===== src/rtl/aes_seq_pkg.sv =====
// Shared definitions for the AES-128 decryption sequencer and the memories
// it addresses.
//   state_e        : sequencer FSM states
//   NUM_ROUNDS     : AES-128 round count
//   KEY_EXP_CYCLES : cycles spent stepping key expansion (one per round key)
//   ROUND_W        : width of the round-key index / round counter
//   ADDR_W         : block address width, shared with the memories
package aes_seq_pkg;

  localparam int NUM_ROUNDS     = 10;
  localparam int KEY_EXP_CYCLES = 10;
  localparam int ROUND_W        = 4;
  localparam int ADDR_W         = 8;

  typedef enum logic [2:0] {
    ST_IDLE,
    ST_KEY_LOAD,
    ST_KEY_EXP,
    ST_INIT,
    ST_ROUND,
    ST_FINAL,
    ST_WRITE,
    ST_DONE
  } state_e;

endpackage


===== src/rtl/aes_dec_round_sequencer_if.sv =====
// Control/handshake bundle between the top-level start/finish logic, the
// round datapath and the sequencer.
//   master : start side and datapath side (drives start/count/ready)
//   slave  : the sequencer (drives address, enables and selects)
interface aes_dec_round_sequencer_if
  import aes_seq_pkg::*;
#(
  parameter int ADDR_WIDTH = ADDR_W
);
  logic                  start_i;
  logic [ADDR_WIDTH-1:0] num_blocks_i;
  logic                  out_ready_i;
  logic [ADDR_WIDTH-1:0] pc_o;
  logic                  key_load_o;
  logic                  key_step_o;
  logic                  text_load_o;
  logic                  round_en_o;
  logic [ROUND_W-1:0]    round_o;
  logic                  mixcol_bypass_o;
  logic                  wr_en_o;
  logic                  busy_o;
  logic                  finish_o;

  modport master (
    output start_i, num_blocks_i, out_ready_i,
    input  pc_o, key_load_o, key_step_o, text_load_o, round_en_o, round_o,
           mixcol_bypass_o, wr_en_o, busy_o, finish_o
  );

  modport slave (
    input  start_i, num_blocks_i, out_ready_i,
    output pc_o, key_load_o, key_step_o, text_load_o, round_en_o, round_o,
           mixcol_bypass_o, wr_en_o, busy_o, finish_o
  );
endinterface


===== src/rtl/aes_round_counter.sv =====
// Round counter used for both key expansion (counting up) and the inverse
// rounds (counting down).
//   clk, rst_n : clock, synchronous active-low reset (count -> 0)
//   load       : load load_value (wins over en)
//   load_value : value to load
//   en         : step the counter in the direction given by up
//   up         : 1 = count up, 0 = count down
//   count      : current value
//   tc         : terminal count for the current direction (UP_TC up, 1 down)
module aes_round_counter
  import aes_seq_pkg::*;
#(
  parameter logic [ROUND_W-1:0] UP_TC = ROUND_W'(KEY_EXP_CYCLES)
) (
  input  logic               clk,
  input  logic               rst_n,
  input  logic               load,
  input  logic [ROUND_W-1:0] load_value,
  input  logic               en,
  input  logic               up,
  output logic [ROUND_W-1:0] count,
  output logic               tc
);
  logic [ROUND_W-1:0] count_reg;
  logic [ROUND_W-1:0] count_next;

  always_comb begin
    count_next = count_reg;
    if (load) begin
      count_next = load_value;
    end else if (en) begin
      count_next = up ? count_reg + 1'b1 : count_reg - 1'b1;
    end
  end

  always_ff @(posedge clk) begin
    if (!rst_n) count_reg <= '0;
    else        count_reg <= count_next;
  end

  assign count = count_reg;
  assign tc    = up ? (count_reg == UP_TC) : (count_reg == ROUND_W'(1));
endmodule


===== src/rtl/aes_dec_round_sequencer.sv =====
// AES-128 decryption round sequencer. For each block of a run it loads the
// key, steps key expansion for rounds 1..NUM_ROUNDS, runs the initial
// AddRoundKey, inverse rounds NUM_ROUNDS-1..1 and the final round, then
// writes the plaintext under a ready handshake. pc_o addresses the block.
//   clk_i, rst_ni : clock, synchronous active-low reset
//   bus (slave)   : start/num_blocks/out_ready in; pc, enables, round select,
//                   write strobe, busy and finish out
// All outputs are Moore decodes of the state and round counter registers.
module aes_dec_round_sequencer #(
  parameter int NUM_ROUNDS = aes_seq_pkg::NUM_ROUNDS,
  parameter int ADDR_WIDTH = aes_seq_pkg::ADDR_W
) (
  input logic                      clk_i,
  input logic                      rst_ni,
  aes_dec_round_sequencer_if.slave bus
);
  import aes_seq_pkg::*;

  state_e                state_reg, state_next;
  logic [ADDR_WIDTH-1:0] pc_reg, pc_next;
  logic [ADDR_WIDTH-1:0] count_reg, count_next;

  logic                  cnt_load, cnt_en, cnt_up, round_tc;
  logic [ROUND_W-1:0]    cnt_load_value, round_cnt;

  logic                  key_load, key_step, text_load, round_en;
  logic                  mixcol_bypass, wr_en, finish;
  logic [ROUND_W-1:0]    round_sel;

  aes_round_counter #(
    .UP_TC(ROUND_W'(NUM_ROUNDS))
  ) u_round_counter (
    .clk       (clk_i),
    .rst_n     (rst_ni),
    .load      (cnt_load),
    .load_value(cnt_load_value),
    .en        (cnt_en),
    .up        (cnt_up),
    .count     (round_cnt),
    .tc        (round_tc)
  );

  always_ff @(posedge clk_i) begin
    if (!rst_ni) begin
      state_reg <= ST_IDLE;
      pc_reg    <= '0;
      count_reg <= '0;
    end else begin
      state_reg <= state_next;
      pc_reg    <= pc_next;
      count_reg <= count_next;
    end
  end

  always_comb begin
    state_next     = state_reg;
    pc_next        = pc_reg;
    count_next     = count_reg;
    cnt_load       = 1'b0;
    cnt_load_value = '0;
    cnt_en         = 1'b0;
    cnt_up         = 1'b1;
    key_load       = 1'b0;
    key_step       = 1'b0;
    text_load      = 1'b0;
    round_en       = 1'b0;
    mixcol_bypass  = 1'b0;
    wr_en          = 1'b0;
    finish         = 1'b0;
    round_sel      = '0;

    case (state_reg)
      ST_IDLE: begin
        if (bus.start_i) begin
          pc_next    = '0;
          count_next = bus.num_blocks_i;
          state_next = (bus.num_blocks_i == '0) ? ST_DONE : ST_KEY_LOAD;
        end
      end
      ST_KEY_LOAD: begin
        key_load       = 1'b1;
        cnt_load       = 1'b1;
        cnt_load_value = ROUND_W'(1);
        state_next     = ST_KEY_EXP;
      end
      ST_KEY_EXP: begin
        key_step  = 1'b1;
        round_sel = round_cnt;
        if (round_tc) state_next = ST_INIT;
        else          cnt_en     = 1'b1;
      end
      ST_INIT: begin
        // Initial AddRoundKey uses the last expanded key; the counter is
        // preloaded for the first inverse round.
        text_load      = 1'b1;
        round_sel      = ROUND_W'(NUM_ROUNDS);
        cnt_load       = 1'b1;
        cnt_load_value = ROUND_W'(NUM_ROUNDS - 1);
        state_next     = ST_ROUND;
      end
      ST_ROUND: begin
        round_en  = 1'b1;
        round_sel = round_cnt;
        cnt_up    = 1'b0;
        if (round_tc) state_next = ST_FINAL;
        else          cnt_en     = 1'b1;
      end
      ST_FINAL: begin
        round_en      = 1'b1;
        mixcol_bypass = 1'b1;
        state_next    = ST_WRITE;
      end
      ST_WRITE: begin
        wr_en = 1'b1;
        if (bus.out_ready_i) begin
          // count_reg is non-zero here, so count-1 cannot wrap.
          if (pc_reg == count_reg - 1'b1) begin
            state_next = ST_DONE;
          end else begin
            pc_next    = pc_reg + 1'b1;
            state_next = ST_KEY_LOAD;
          end
        end
      end
      ST_DONE: begin
        finish     = 1'b1;
        state_next = ST_IDLE;
      end
      default: state_next = ST_IDLE;
    endcase
  end

  assign bus.pc_o            = pc_reg;
  assign bus.key_load_o      = key_load;
  assign bus.key_step_o      = key_step;
  assign bus.text_load_o     = text_load;
  assign bus.round_en_o      = round_en;
  assign bus.round_o         = round_sel;
  assign bus.mixcol_bypass_o = mixcol_bypass;
  assign bus.wr_en_o         = wr_en;
  assign bus.busy_o          = (state_reg != ST_IDLE);
  assign bus.finish_o        = finish;
endmodule


===== src/flat_wrapper.sv =====
// flat-port wrapper written by rule: the top's interface ports become plain ports
module aes_dec_round_sequencer_flat import aes_seq_pkg::*;
#(
  parameter int NUM_ROUNDS = aes_seq_pkg::NUM_ROUNDS,
  parameter int ADDR_WIDTH = aes_seq_pkg::ADDR_W
)
  (clk_i, rst_ni, bus_start_i, bus_num_blocks_i, bus_out_ready_i, bus_pc_o, bus_key_load_o, bus_key_step_o, bus_text_load_o, bus_round_en_o, bus_round_o, bus_mixcol_bypass_o, bus_wr_en_o, bus_busy_o, bus_finish_o);
  aes_dec_round_sequencer_if #(.ADDR_WIDTH(ADDR_WIDTH)) bus_i ();
  input logic clk_i;
  input logic rst_ni;
  input wire logic [$bits(bus_i.start_i)-1:0] bus_start_i;
  input wire logic [$bits(bus_i.num_blocks_i)-1:0] bus_num_blocks_i;
  input wire logic [$bits(bus_i.out_ready_i)-1:0] bus_out_ready_i;
  output wire logic [$bits(bus_i.pc_o)-1:0] bus_pc_o;
  output wire logic [$bits(bus_i.key_load_o)-1:0] bus_key_load_o;
  output wire logic [$bits(bus_i.key_step_o)-1:0] bus_key_step_o;
  output wire logic [$bits(bus_i.text_load_o)-1:0] bus_text_load_o;
  output wire logic [$bits(bus_i.round_en_o)-1:0] bus_round_en_o;
  output wire logic [$bits(bus_i.round_o)-1:0] bus_round_o;
  output wire logic [$bits(bus_i.mixcol_bypass_o)-1:0] bus_mixcol_bypass_o;
  output wire logic [$bits(bus_i.wr_en_o)-1:0] bus_wr_en_o;
  output wire logic [$bits(bus_i.busy_o)-1:0] bus_busy_o;
  output wire logic [$bits(bus_i.finish_o)-1:0] bus_finish_o;
  assign bus_i.start_i = bus_start_i;
  assign bus_i.num_blocks_i = bus_num_blocks_i;
  assign bus_i.out_ready_i = bus_out_ready_i;
  assign bus_pc_o = bus_i.pc_o;
  assign bus_key_load_o = bus_i.key_load_o;
  assign bus_key_step_o = bus_i.key_step_o;
  assign bus_text_load_o = bus_i.text_load_o;
  assign bus_round_en_o = bus_i.round_en_o;
  assign bus_round_o = bus_i.round_o;
  assign bus_mixcol_bypass_o = bus_i.mixcol_bypass_o;
  assign bus_wr_en_o = bus_i.wr_en_o;
  assign bus_busy_o = bus_i.busy_o;
  assign bus_finish_o = bus_i.finish_o;
  aes_dec_round_sequencer #(.NUM_ROUNDS(NUM_ROUNDS), .ADDR_WIDTH(ADDR_WIDTH)) u_core (.clk_i(clk_i), .rst_ni(rst_ni), .bus(bus_i));
endmodule

===== config.mk =====
export PLATFORM = sky130hd
export DESIGN_NAME = aes_dec_round_sequencer_flat
export DESIGN_NICKNAME = d
export VERILOG_FILES = /design/src/rtl/aes_seq_pkg.sv /design/src/rtl/aes_dec_round_sequencer_if.sv /design/src/rtl/aes_round_counter.sv /design/src/rtl/aes_dec_round_sequencer.sv /design/src/flat_wrapper.sv
export SDC_FILE = /design/constraint.sdc
export NUM_CORES = 1
export LEC_CHECK = 0
export BUFFER_PORTS_ARGS = -buffer_cell sky130_fd_sc_hd__clkbuf_2
export CORE_MARGIN = 5
export CORE_UTILIZATION = 48
export DETAILED_ROUTE_END_ITERATION = 6
export GPL_TIMING_DRIVEN = 1
export PLACE_DENSITY = 0.8
export SLEW_MARGIN = 25
export SYNTH_ARGS = -nofsm -noshare
export SYNTH_HDL_FRONTEND = slang
export SYNTH_SLANG_ARGS = --single-unit

===== constraint.sdc =====
create_clock -name clk_i -period 4.62 [get_ports clk_i]
set_input_delay 0.693 -clock clk_i [delete_from_list [all_inputs] [get_ports clk_i]]
set_output_delay 0.693 -clock clk_i [all_outputs]
set_load 0.01 [all_outputs]

Yosys cells after proc, flatten, opt, wreduce, memory -nomap -nowiden
Index checks and enable logic that the tools add are counted.
{ "word_totals": {"register_bits": 23, "inputBits": 12, "out_inout_bits": 20, "word_cells": 61} }
{ "classes": {"addsub": 4, "eq_ne": 15, "n_mux": 27, "n_reduce_logical": 11} }
{ "ops": {"columns": ["op", "count"], "rows": [
  ["2-to-1 mux 8 bit", 3],
  ["case mux 3 bit (8 select lines)", 1],
  ["2-to-1 mux 3 bit", 6],
  ["case mux 4 bit (2 select lines)", 2],
  ["case mux 8 bit (2 select lines)", 1],
  ["== test 3 bit, second input constant", 4],
  ["2-to-1 mux 4 bit", 3],
  ["2-to-1 mux 1 bit", 11],
  ["adder 8 x 1 -> 8 bit, second input constant", 1],
  ["== test 8 bit", 1],
  ["zero test 8 bit", 1],
  ["AND reduction 4 bit", 2],
  ["subtractor 8 x 1 -> 8 bit, second input constant", 1],
  ["== test 3 x 2 -> 1 bit, second input constant", 2],
  ["inequality test 2 bit, second input constant", 3],
  ["OR reduction 2 bit", 3],
  ["adder 4 x 1 -> 4 bit, second input constant", 1],
  ["== test 4 x 1 -> 1 bit, second input constant", 1],
  ["== test 4 bit, second input constant", 1],
  ["inequality test 2 x 1 -> 1 bit, second input constant", 2],
  ["nonzero test 2 bit", 2],
  ["subtractor 4 x 1 -> 4 bit, second input constant", 1],
  ["== test 3 x 1 -> 1 bit, second input constant", 1],
  ["zero test 3 bit", 1],
  ["2 further kinds", 2]
]} }

Longest topological paths before layout
{ "logic_depth": {"ltp_word": 6, "depth_mapped": 9, "ltp_nobuf": 8} }

Cells and area by module
From an unflattened synthesis, not the netlist that was laid out.
{ "unflattened": {"cells_unflattened": 210, "hier_area_um2": 1610.3} }
{ "by_module_without_submodules": {"columns": ["mod", "instances", "cells_per_inst", "area_per_inst_um2", "seq_area_each_um2"], "rows": [
  ["aes_dec_round_sequencer", 1, 170, 1275.0, 380.4],
  ["aes_round_counter", 1, 40, 335.3, 80.1]
]} }

Least setup slack after synthesis
Ideal clock, no wire load.
{ "synth_timing": {"path_kind": "flip-flop to output port", "from": "register u_core.state_reg[1]", "to": "output bus_round_o[2]", "t_arrival_ps": 1293, "required_time_ps": 3927, "setup_slack_ps": 2634, "stages_incl_launch_ff": 5, "path_buffers": 1, "cell_sequence": "dfxtp_1 -> buf_4 -> nor3b_1 -> a21oi_1 -> nor2b_1"} }
{ "synth_via": {"elab_chain_cells": 3, "elab_cells_between_ends": 5, "cone_classes": "eq/ne: 3; mux: 1; reduce/logical: 1"} }
{ "synth_rtl": {"columns": ["element", "line_no", "rtl"], "rows": [
  ["from (decl)", "aes_dec_round_sequencer.sv:19", "state_e state_reg, state_next;"],
  ["from (signal assigned)", "aes_dec_round_sequencer.sv:49", "state_reg <= state_next;"],
  ["== test 3 x 2 -> 1 bit / == test 3 bit (equally long branches)", "aes_dec_round_sequencer.sv:72", "case (state_reg)"],
  ["OR reduction 2 bit (no line)", null, null],
  ["case mux 4 bit (2 select lines) (*)", "aes_dec_round_sequencer.sv:72", null],
  ["to (decl)", "flat_wrapper.sv:19", "output wire logic [$bits(bus_i.round_o)-1:0] bus_round_o;"]
]} }
Mark *: on every way between the ends. The rest lies on a longest branch, timed or not.

Final worst setup path
{ "layout_timing": {"from": "register u_core.state_reg[2]", "to": "output bus_round_o[1]"} }
Same word-level chain as after synthesis.

==> key figures <==
Logic synthesis
  • Post-synthesis cell count: 197
  • Synth Register Bits: 23
  • Avg Cell Area, Syn: 7.95 um2
  • Asr flop ratio synth: 0
  • Sequential share of the synthesized area: 0.294
  • Cell variety after synth: 52
  • Cell area after synthesis: 0.00157 mm2
  • Syn. warnings: 0
  • Syn Nets: 215
  • Synth Flop Type: dfxtp_1
  • EDFF count, synth: 0

Pwr
  • Int Power: 0.458 mW
  • Clock power share: 0.118
  • Worst VDD drop: 0.255 mV
  • Switch share: 0.459
  • Seq pwr share: 0.362
  • Leakage: 0.734 nW
  • P_sw: 0.389 mW
  • Pwr dens: 484 mW/mm2
  • Comb pwr share: 0.520

Die
  • CORE AREA: 0.00310 mm2
  • Initial Utilization: 0.505
  • Io pins: 32
  • Die Area: 0.00451 mm2
  • Die Span Y: 67.1 um
  • Die X-Extent: 67.1 um
  • Cell row count: 20

Timing
  • Clock skew: 0.00333 ns
  • Final max-slew violation count: 0
  • Rel. slew slack: 0.594
  • Final hold vios: 0
  • TNS Setup: 0 ns
  • Fmax: 394 MHz
  • Final setup viols: 0
  • Slew @ Worst Pin: 0.605 ns
  • Crit path time final: 2.54 ns
  • RSZ-0062 raised after global routing: no
  • Fin crit share: 0.549

CTS
  • Clk root buf: clkbuf_4
  • TritonCTS clock tree: built
  • Hold_buf cts: 0
  • Num CTS Buffers: 3
  • Postcts setup bufs: 0
  • CTS clk-pin slew, worst paths: 0.14 ns
  • Clk Latency, worst-skew pair: 0.32 ns
  • CTS H-tree depth: 1
  • Clock sink count: 23
  • Post-CTS resize count: 0
  • Clock buffer depth: 2

Placement
  • DP Area: 0.00172 mm2
  • Routability cong.: 0.898
  • Buffers on Ports: 31
  • Placed cells: 263
  • DPL Wire Length: 2760 um

Worst setup path
  • Worst EP arrival: 1.84 ns
  • CP Class: reg2out
  • Crit path max fanout: 12
  • Worst R2R Setup Slack: 2.49 ns
  • CP Cell Sequence: or3b_1 -> o21ai_0 -> a21o_1 -> clkbuf_2
  • Startpoint Class: flop
  • CP max stage cell: dfxtp_1
  • Critical path required time: 3.93 ns
  • CP endpoint kind: output pin
  • Crit path largest cell delay: 0.58 ns

GRT
  • Initial antenna violation count: 0
  • First-pass GRT wire length: 6130 um
  • Vias in the first global route: 1377
  • Global route overflow: 0
  • Gr usage total: 0.174
  • Pin count of the biggest net entering global routing: 20

Routing
  • Drt total wl: 3700 um
  • DR WL/cell: 13.8 um
  • Vias/cell: 5.62
  • First-pass DRT Iterations: 4
  • Post-route DRC: 0
  • DRT iter0 DRCs: 117
  • Detail Route Antenna Nets: 0
  • Routed via count: 1500

Finish
  • Final cell count without fillers: 267
  • Area taken by flip-flops and latches: 460 um2
  • Layout Nets: 242
  • Final Cell Area: 0.00175 mm2
  • Area occupied by multi-input gates: 0.00103 mm2
  • Layout cells sized above 1: 0.188
  • Layout fillers: 304
  • Area growth syn-to-layout: 11.7%
  • # diodes: 0

Outcome
  • Status: finished, final reports clean

Job
  • MaxCap Viol Count: 0

Min path
  • HP Class: reg2reg
-- cell usage after synthesis, drive strengths merged (2+ instances only) --
cell	count	area, um2
nand2	26	97.6
dfxtp	23	460
nor2	12	45.0
a21oi	10	53.8
xnor2	10	87.6
a21boi	9	67.6
o21ai	9	45.0
nand3	8	45.0
inv	7	26.3
ha	6	75.1
nand4	6	37.5
or3	6	37.5
buf	5	38.8
and2	4	25.0
and3	4	25.0
clkbuf	4	15.0
nand2b	4	25.0
nor3	4	31.3
xor2	4	35.0
a21o	3	22.5
and4	3	28.8
nor4	3	25.0
a211oi	2	15.0
nand3b	2	15.0
nor2b	2	12.5
o22ai	2	12.5
o2bb2ai	2	17.5
or4	2	18.8
-- layout by cell type (no fill, tap or decap), types with 4 or more instances in the layout --
master | synthesis | routed
clkbuf_2 | 0 | 31
nand2_1 | 26 | 26
dfxtp_1 | 23 | 23
nor2_1 | 12 | 12
xnor2_1 | 10 | 10
a21oi_1 | 9 | 9
a21boi_0 | 9 | 9
o21ai_0 | 8 | 8
inv_1 | 7 | 7
nand3_1 | 7 | 7
nand4_1 | 6 | 6
or3_1 | 6 | 6
ha_1 | 6 | 6
and3_1 | 4 | 4
and2_1 | 4 | 4
nand2b_1 | 4 | 4
xor2_1 | 4 | 4
-- cell type report --
cell class / instances / area share
Timing Repair Buffer: 31 / 0.0886
Multi-Input combinational cell: 158 / 0.586
Sequential cell: 23 / 0.263
Clock buffer: 3 / 0.0129
Tap cell: 44 / 0.0315
Inverter: 7 / 0.0150
Clock inverter: 1 / 0.00286
-- logic make-up after synthesis --
family	share of synthesized area
AO/OA/AOI/OAI	0.192
XOR/XNOR	0.0783
adder cells (fa/ha/maj)	0.0479
buffers and inverters	0.0511
flip-flops	0.294
multiplexers	0.00639
AND/OR/NAND/NOR	0.330
-- per-stage QoR --
stage | power (mW) | setup WS, ns | hold WS [ns] | utilization
after floorplan | 0.645 | 2.63 | 0.456 | -
after global placement | 0.736 | 2.51 | 0.475 | 0.555
after detailed placement | 0.745 | 2.45 | 0.481 | 0.555
final | 0.847 | 2.08 | 0.497 | 0.564
after CTS | 0.842 | 2.10 | 0.498 | 0.564
after global routing | 0.917 | 1.95 | 0.521 | 0.564
-- power groups by stage --
stage	clock, mW	sequential, mW	combinational [mW]
2_1_floorplan	0	0.280	0.366
5_1_grt	0.105	0.315	0.498
4_1_cts	0.0986	0.305	0.438
3_5_place_dp	0	0.309	0.436
6_report	0.0996	0.307	0.441
3_3_place_gp	0	0.308	0.428
-- per-layer routing --
metal	part of all wire	global-route usage	vias to the layer above
met5	0	0	-
met4	0.013	0.0582	0
met3	0.054	0.0304	4
met2	0.45	0.266	47
met1	0.49	0.244	699
li1	-	-	750
-- worst max-delay path: cells and delay by family (launching register included) --
kind	cells	cell delay [ns]
simple gates	1	0.50
buf+inv	1	0.12
compound gates	2	0.32
flops	1	0.58
-- path summary, 6_finish.rpt --
check,from,end,cells after the start
hold / removal,u_core.count_reg[7],u_core.count_reg[7],2
hold reg to reg,u_core.count_reg[7],u_core.count_reg[7],2
setup reg to reg,u_core.state_reg[1],u_core.bus.pc_o[7],5
setup / recovery,u_core.state_reg[2],bus_round_o[1],4
No activity file was read; power rests on OpenSTA's default activity.
